$ cat config.mk
export PLATFORM = sky130hd
export DESIGN_NAME = gf2m8_mul_gated_flat
export DESIGN_NICKNAME = d
export VERILOG_FILES = /design/src/rtl/gf2m8_pkg.sv /design/src/rtl/gf2m8_mul_gated_if.sv /design/src/rtl/gf2m8_cg_cell.sv /design/src/rtl/gf2m8_mul_gated.sv /design/src/flat_wrapper.sv
export SDC_FILE = /design/constraint.sdc
export NUM_CORES = 1
export LEC_CHECK = 0
export CORE_MARGIN = 2
export CORE_UTILIZATION = 30
export CTS_CLUSTER_SIZE = 8
export DETAILED_ROUTE_END_ITERATION = 10
export PLACE_DENSITY_LB_ADDON = 0.12
export SETUP_SLACK_MARGIN = 0.02
export SLEW_MARGIN = 0
export SYNTH_ARGS = -nofsm -noshare
export SYNTH_HDL_FRONTEND = slang
export SYNTH_SLANG_ARGS = --single-unit
$ cat constraint.sdc
create_clock -name vclk -period 2.7
set_clock_uncertainty 0.2 [all_clocks]
set_input_delay 0.405 -clock vclk [all_inputs]
set_output_delay 0.405 -clock vclk [all_outputs]
set_load 0.01 [all_outputs]
$ cat src/rtl/gf2m8_pkg.sv
// Shared GF(2^8) definitions for the RS decoder: field polynomial, element type
// and the reference product used by KES, Chien and Forney datapaths.
package gf2m8_pkg;

    typedef logic [7:0] gf8_t;

    // Low byte of the field polynomial; x^8 is implied (0x11D).
    localparam gf8_t GF_POLY = 8'h1D;

    // Carry-less multiply followed by top-down reduction. XOR/AND only, so
    // constant operands fold cleanly and no X can be manufactured internally.
    function automatic gf8_t gf8_mul(gf8_t a, gf8_t b, gf8_t poly = GF_POLY);
        logic [14:0] p;
        p = '0;
        for (int i = 0; i < 8; i++) begin
            if (a[i]) begin
                p = p ^ (15'(b) << i);
            end
        end
        for (int k = 14; k >= 8; k--) begin
            if (p[k]) begin
                p = p ^ (15'({1'b1, poly}) << (k - 8));
            end
        end
        return p[7:0];
    endfunction

endpackage

$ cat src/rtl/gf2m8_mul_gated_if.sv
// Operand/result bundle of the gated GF(2^8) multiplier.
interface gf2m8_mul_gated_if;
    import gf2m8_pkg::*;

    logic ena;
    gf8_t x;
    gf8_t y;
    gf8_t z;
    gf8_t z_q;

    modport master (output ena, output x, output y, input z, input z_q);
    modport slave  (input ena, input x, input y, output z, output z_q);

endinterface

$ cat src/rtl/gf2m8_cg_cell.sv
// Latch + AND clock gate; swappable for a library ICG cell at synthesis.
module gf2m8_cg_cell (
    input  logic clk,
    input  logic rstn,
    input  logic ena,
    output logic gclk
);

    logic en_l;

    // Transparent only while clk is low, so enable edges during the high
    // phase cannot reach the AND gate and cannot produce runt pulses.
    always_latch begin
        if (!rstn) begin
            en_l = 1'b0;
        end else if (!clk) begin
            en_l = ena;
        end
    end

    assign gclk = clk & en_l;

endmodule

$ cat src/rtl/gf2m8_mul_gated.sv
// GF(2^8) combinational multiplier with its product registered on a gated clock.
module gf2m8_mul_gated
    import gf2m8_pkg::*;
#(
    parameter gf8_t POLY = GF_POLY
) (
    input  logic               clk,
    input  logic               rstn,
    output logic               gclk,
    gf2m8_mul_gated_if.slave   bus
);

    gf8_t z_next;
    gf8_t z_q_reg;

    assign z_next = gf8_mul(bus.x, bus.y, POLY);
    assign bus.z  = z_next;

    gf2m8_cg_cell u_cg (
        .clk  (clk),
        .rstn (rstn),
        .ena  (bus.ena),
        .gclk (gclk)
    );

    // Holds while the clock is gated off; reset clears it independently of gclk.
    always_ff @(posedge gclk or negedge rstn) begin
        if (!rstn) begin
            z_q_reg <= 8'h00;
        end else begin
            z_q_reg <= z_next;
        end
    end

    assign bus.z_q = z_q_reg;

endmodule

$ cat src/flat_wrapper.sv
// flat-port wrapper written by rule: the top's interface ports become plain ports
module gf2m8_mul_gated_flat import gf2m8_pkg::*;
#(
    parameter gf8_t POLY = GF_POLY
)
  (clk, rstn, gclk, bus_ena, bus_x, bus_y, bus_z, bus_z_q);
  gf2m8_mul_gated_if bus_i ();
  input  logic clk;
  input  logic rstn;
  output logic gclk;
  input wire logic [$bits(bus_i.ena)-1:0] bus_ena;
  input wire logic [$bits(bus_i.x)-1:0] bus_x;
  input wire logic [$bits(bus_i.y)-1:0] bus_y;
  output wire logic [$bits(bus_i.z)-1:0] bus_z;
  output wire logic [$bits(bus_i.z_q)-1:0] bus_z_q;
  assign bus_i.ena = bus_ena;
  assign bus_i.x = bus_x;
  assign bus_i.y = bus_y;
  assign bus_z = bus_i.z;
  assign bus_z_q = bus_i.z_q;
  gf2m8_mul_gated #(.POLY(POLY)) u_core (.clk(clk), .rstn(rstn), .gclk(gclk), .bus(bus_i));
endmodule
==> reports/results.env <==
POST-ROUTE-PERIOD-UTIL=1.02
FMAX_GHz=0.364
PLACE_WORST_SETUP_SLACK_NS=-0.869
ROUTED-VIA-COUNT=1243
CHIPHEIGHT_UM=71.0
FINAL.HOLD.WORST_SLACK_NS=1.38
CRITPATHMAXFANOUT=4
FINAL_NUMBER_OF_MAX_TRANSITION_VIOLATIONS=0
VIASPERCELL=4.42
FINAL_LAYOUT_SIZE_SUFFIX_GT1_FRAC=0.428
GRT_MAX_DEGREE=11
SYNTH.MUX.AREA_FRACTION=0.00837
REMAINING_MAX_SLEW_BUDGET_AT_THE_TIGHTEST_PIN=0.727
CRITICAL-PATH-SLOWEST-CELL='sky130_fd_sc_hd__xnor3_1'
PLACEMENT_ROWS=24
GRT_SETUP_UNREPAIRED='yes'
IO_BUFFER_COUNT=36
DIE_AREA_UM2=5040
HOLD_CLASS='in2out'
DESIGN.CORE.AREA_UM2=4320
WORST_EP_REQUIRED_TIME_NS=2.10
GPL.FINAL_WEIGHTED_CONGESTION=0.858
YOSYS_REGISTER_BITS=9
POSTSYNTHNETCOUNT=179
VIOLATIONS='setup timing'
DESIGN.PORTCOUNT=36
POWER-PER-CELL-AREA_nW_PER_UM2=436
HOLD_START='bus_y[1]'
MAX_CAP_VIOLATIONS=0
UNCONSTRAINED_ENDPOINTS=17
VIAS_IN_THE_FIRST_GLOBAL_ROUTE=1289
ANTENNA_VIOLATING_NETS_POST_ROUTE=0
LARGEST_REGISTER_FF_COUNT=8
POST-DP-HPWL_UM=2840
CRITICAL_PATH_CELL_SEQUENCE='buf_2 > buf_6 > nor4bb_4 > a221oi_4 > xnor2_2 > buf_4 > xnor2_4 > xnor3_1 > buf_2'
DIEWIDTH_UM=71.0
SYNTH.YOSYS.WARNINGS=0
SYN_TO_FINAL_GROWTH_PCT=61.3
PLACEMENT.CELL_AREA_UM2=1980
DRT_FIRST_PASS_ITERS=4
YOSYS.CELL_TYPES.COUNT=23
TIMING.FINAL.SETUP_VIOLATIONS=1
CRITICAL_PATH_ENDPOINT_CATEGORY='primary output'
WORST_SETUP_PATH_START_KIND='primary input'
FINAL_CRITICAL_PATH_SETUP_SLACK_NS=-0.0469
CPPEAKSTAGEDELAY_NS=0.44
GRT_USAGE=0.138
POST-LAYOUT-TOTAL-POWER_mW=0.945
SYNTH_CELLS=160
SYNTH_AREA_UM2=1350
TIME_THE_WORST_PATH_NEEDS_WITH_I_O_DELAYS_AND_SETUP_NS=2.75
DRC_ERRORS=0
SYNTH_ADDER_AREA_SHARE=0
LAYOUT_NETS=250
VDD_IR_DROP_MAX_uV=160
FINAL.FILL_COUNT=423
MAX_SLEW.WORST_PIN.SLEW_NS=0.408
HOLD_ENDPOINT='bus_z[1]'
SYNTH_SIMPLE_GATE_AREA_SHARE=0.207
SYNTH_COMPOUND_AREA_FRAC=0.0223
ANTENNA_FOUND_INITIAL=0
FINISH.INSTANCE_AREA_UM2=2170
POWER.LEAKAGE_nW=1.07
ROUTE.DETAILED.WL_PER_INST_UM=12.5
PATH_CLASS='in2out'
WIRE_LENGTH_OF_THE_FIRST_GLOBAL_ROUTING_PASS_UM=5750
HOLD_DEPTH=7
COUNT_OF_UNCLOCKED_REGISTER_OR_LATCH_PINS=9
SETUP_TNS_NS=-0.0469
INITIAL_CORE_UTILIZATION=0.311
ROUTED_WIRE_LENGTH_UM=3530
SYNTH_XOR_XNOR_AREA_SHARE=0.533
GLOBAL_ROUTE.OVERFLOW_TOTAL=0
DETAIL_ROUTE.ITER0.VIOLATIONS=32
SYN_AVG_CELL_AREA_UM2=8.41
DIODES=0
CTS_HOLD_BUF=0
DOMINANT_COMBINATIONAL_CELL_FAMILY_BY_AREA_AFTER_SYNTHESIS='XOR/XNOR gates'
FINAL-HOLD-VIOLATION-COUNT=0
ARRIVAL_NS=2.14
OUTCOME='finished with violations'
CRIT_TOP_CELL='sky130_fd_sc_hd__buf_2'
==> worst max-delay path by stage <==
stage | start | end | slack [ns] | depth (start not counted)
after floorplan | bus_x[4] | bus_z[2] | 0.05 | 6
after global placement | bus_y[2] | bus_z[2] | -0.87 | 7
after detailed placement | bus_y[2] | bus_z[2] | -0.87 | 7
after CTS | bus_y[7] | bus_z[5] | -0.14 | 10
after global routing | bus_y[3] | bus_z[5] | -0.13 | 9
final | bus_y[3] | bus_z[5] | -0.05 | 9
==> stage by stage <==
stage / instances / util
final: 281 / 0.502
after global routing: 281 / 0.502
after CTS: 280 / 0.487
after detailed placement: 272 / 0.458
after global placement: 272 / 0.458
after floorplan: 160 / -
==> cell usage after synthesis <==
master                      count  share of area
sky130_fd_sc_hd__a21oi_1        1         0.0037
sky130_fd_sc_hd__nand2_2        1         0.0047
sky130_fd_sc_hd__inv_1          1         0.0028
sky130_fd_sc_hd__dfrtp_1        8           0.15
sky130_fd_sc_hd__xor2_1        14          0.091
sky130_fd_sc_hd__xnor2_2        3          0.036
sky130_fd_sc_hd__clkbuf_1       7          0.020
sky130_fd_sc_hd__nor4bb_1       1         0.0074
sky130_fd_sc_hd__o21ai_0        2         0.0074
sky130_fd_sc_hd__xnor3_2        1          0.018
sky130_fd_sc_hd__nand2_1       62           0.17
sky130_fd_sc_hd__a221oi_2       1          0.011
sky130_fd_sc_hd__buf_2          5          0.019
sky130_fd_sc_hd__buf_6          2          0.017
sky130_fd_sc_hd__nor2b_1        1         0.0047
sky130_fd_sc_hd__nand4bb_1      1         0.0084
sky130_fd_sc_hd__xnor3_1       10           0.17
sky130_fd_sc_hd__xor2_2         1          0.012
sky130_fd_sc_hd__xnor2_1       32           0.21
sky130_fd_sc_hd__buf_4          2          0.011
sky130_fd_sc_hd__dlxtp_1        1          0.011
sky130_fd_sc_hd__mux2_2         1         0.0084
sky130_fd_sc_hd__and2_1         2         0.0093
==> where the power goes <==
part | total, mW | switching (mW) | internal (mW) | leakage, nW
Sequential | 0.0205 | 0.000545 | 0.0200 | 0.100
Combinational | 0.925 | 0.400 | 0.524 | 0.965
Clock | 0 | 0 | 0 | 0
Total | 0.945 | 0.401 | 0.544 | 1.07
==> cells by family after synthesis <==
| family | count (synthesis) |
|---|---|
| AOI/OAI and AO/OA | 4 |
| buffers and inverters | 17 |
| DFF | 8 |
| latches | 1 |
| muxes | 1 |
| and+or+nand+nor | 68 |
| xor gates and xnor gates | 61 |
==> timing repair <==
item,in CTS,in global routing
pin swaps,25,18
endpoints found under the setup margin,8,7
buffers inserted,8,1
gates resized for setup,111,29
==> layout by cell type, fill, tap and decap left out <==
cell type,n
sky130_fd_sc_hd__clkdlybuf4s50_1,12
sky130_fd_sc_hd__nand2_4,1
sky130_fd_sc_hd__xor2_1,11
sky130_fd_sc_hd__dlygate4sd2_1,1
sky130_fd_sc_hd__xor2_2,4
sky130_fd_sc_hd__xnor2_4,2
sky130_fd_sc_hd__a21oi_1,1
sky130_fd_sc_hd__xnor3_1,8
sky130_fd_sc_hd__nor4bb_4,1
sky130_fd_sc_hd__o21ai_1,2
sky130_fd_sc_hd__nand2_1,55
sky130_fd_sc_hd__buf_4,38
sky130_fd_sc_hd__a221oi_4,1
sky130_fd_sc_hd__dlxtp_1,1
sky130_fd_sc_hd__xnor2_1,26
sky130_fd_sc_hd__mux2_4,1
sky130_fd_sc_hd__and2_1,2
sky130_fd_sc_hd__xnor2_2,7
sky130_fd_sc_hd__nand2_2,7
sky130_fd_sc_hd__clkdlybuf4s15_1,1
sky130_fd_sc_hd__dfrtp_1,8
sky130_fd_sc_hd__buf_2,15
sky130_fd_sc_hd__buf_8,2
sky130_fd_sc_hd__buf_6,15
sky130_fd_sc_hd__nor2b_1,1
sky130_fd_sc_hd__inv_1,1
sky130_fd_sc_hd__clkbuf_2,1
sky130_fd_sc_hd__xnor3_2,3
sky130_fd_sc_hd__nand4bb_1,1
==> per-layer routing <==
layer,routed length (um),global-route usage
met4,63,0.0210
met3,142,0.00427
met5,0,0
met1,1370,0.162
met2,1950,0.281
==> critical path, delay by kind of cell <==
family,cells,cell delay [ns]
xor gates and xnor gates,3,0.78
AOI/OAI and AO/OA,1,0.06
and+or+nand+nor,1,0.30
buffers and inverters,4,0.60
==> layout make-up <==
| type | count | area (um^2) | share of cell area |
|---|---|---|---|
| multi-input cells | 134 | 1180 | 0.545 |
| repair buffers | 85 | 703 | 0.324 |
| flip-flops and latches | 9 | 215 | 0.0992 |
| well taps | 52 | 65.1 | 0.0300 |
| inverters | 1 | 3.75 | 0.00173 |
(Power assumes the default switching activity.)
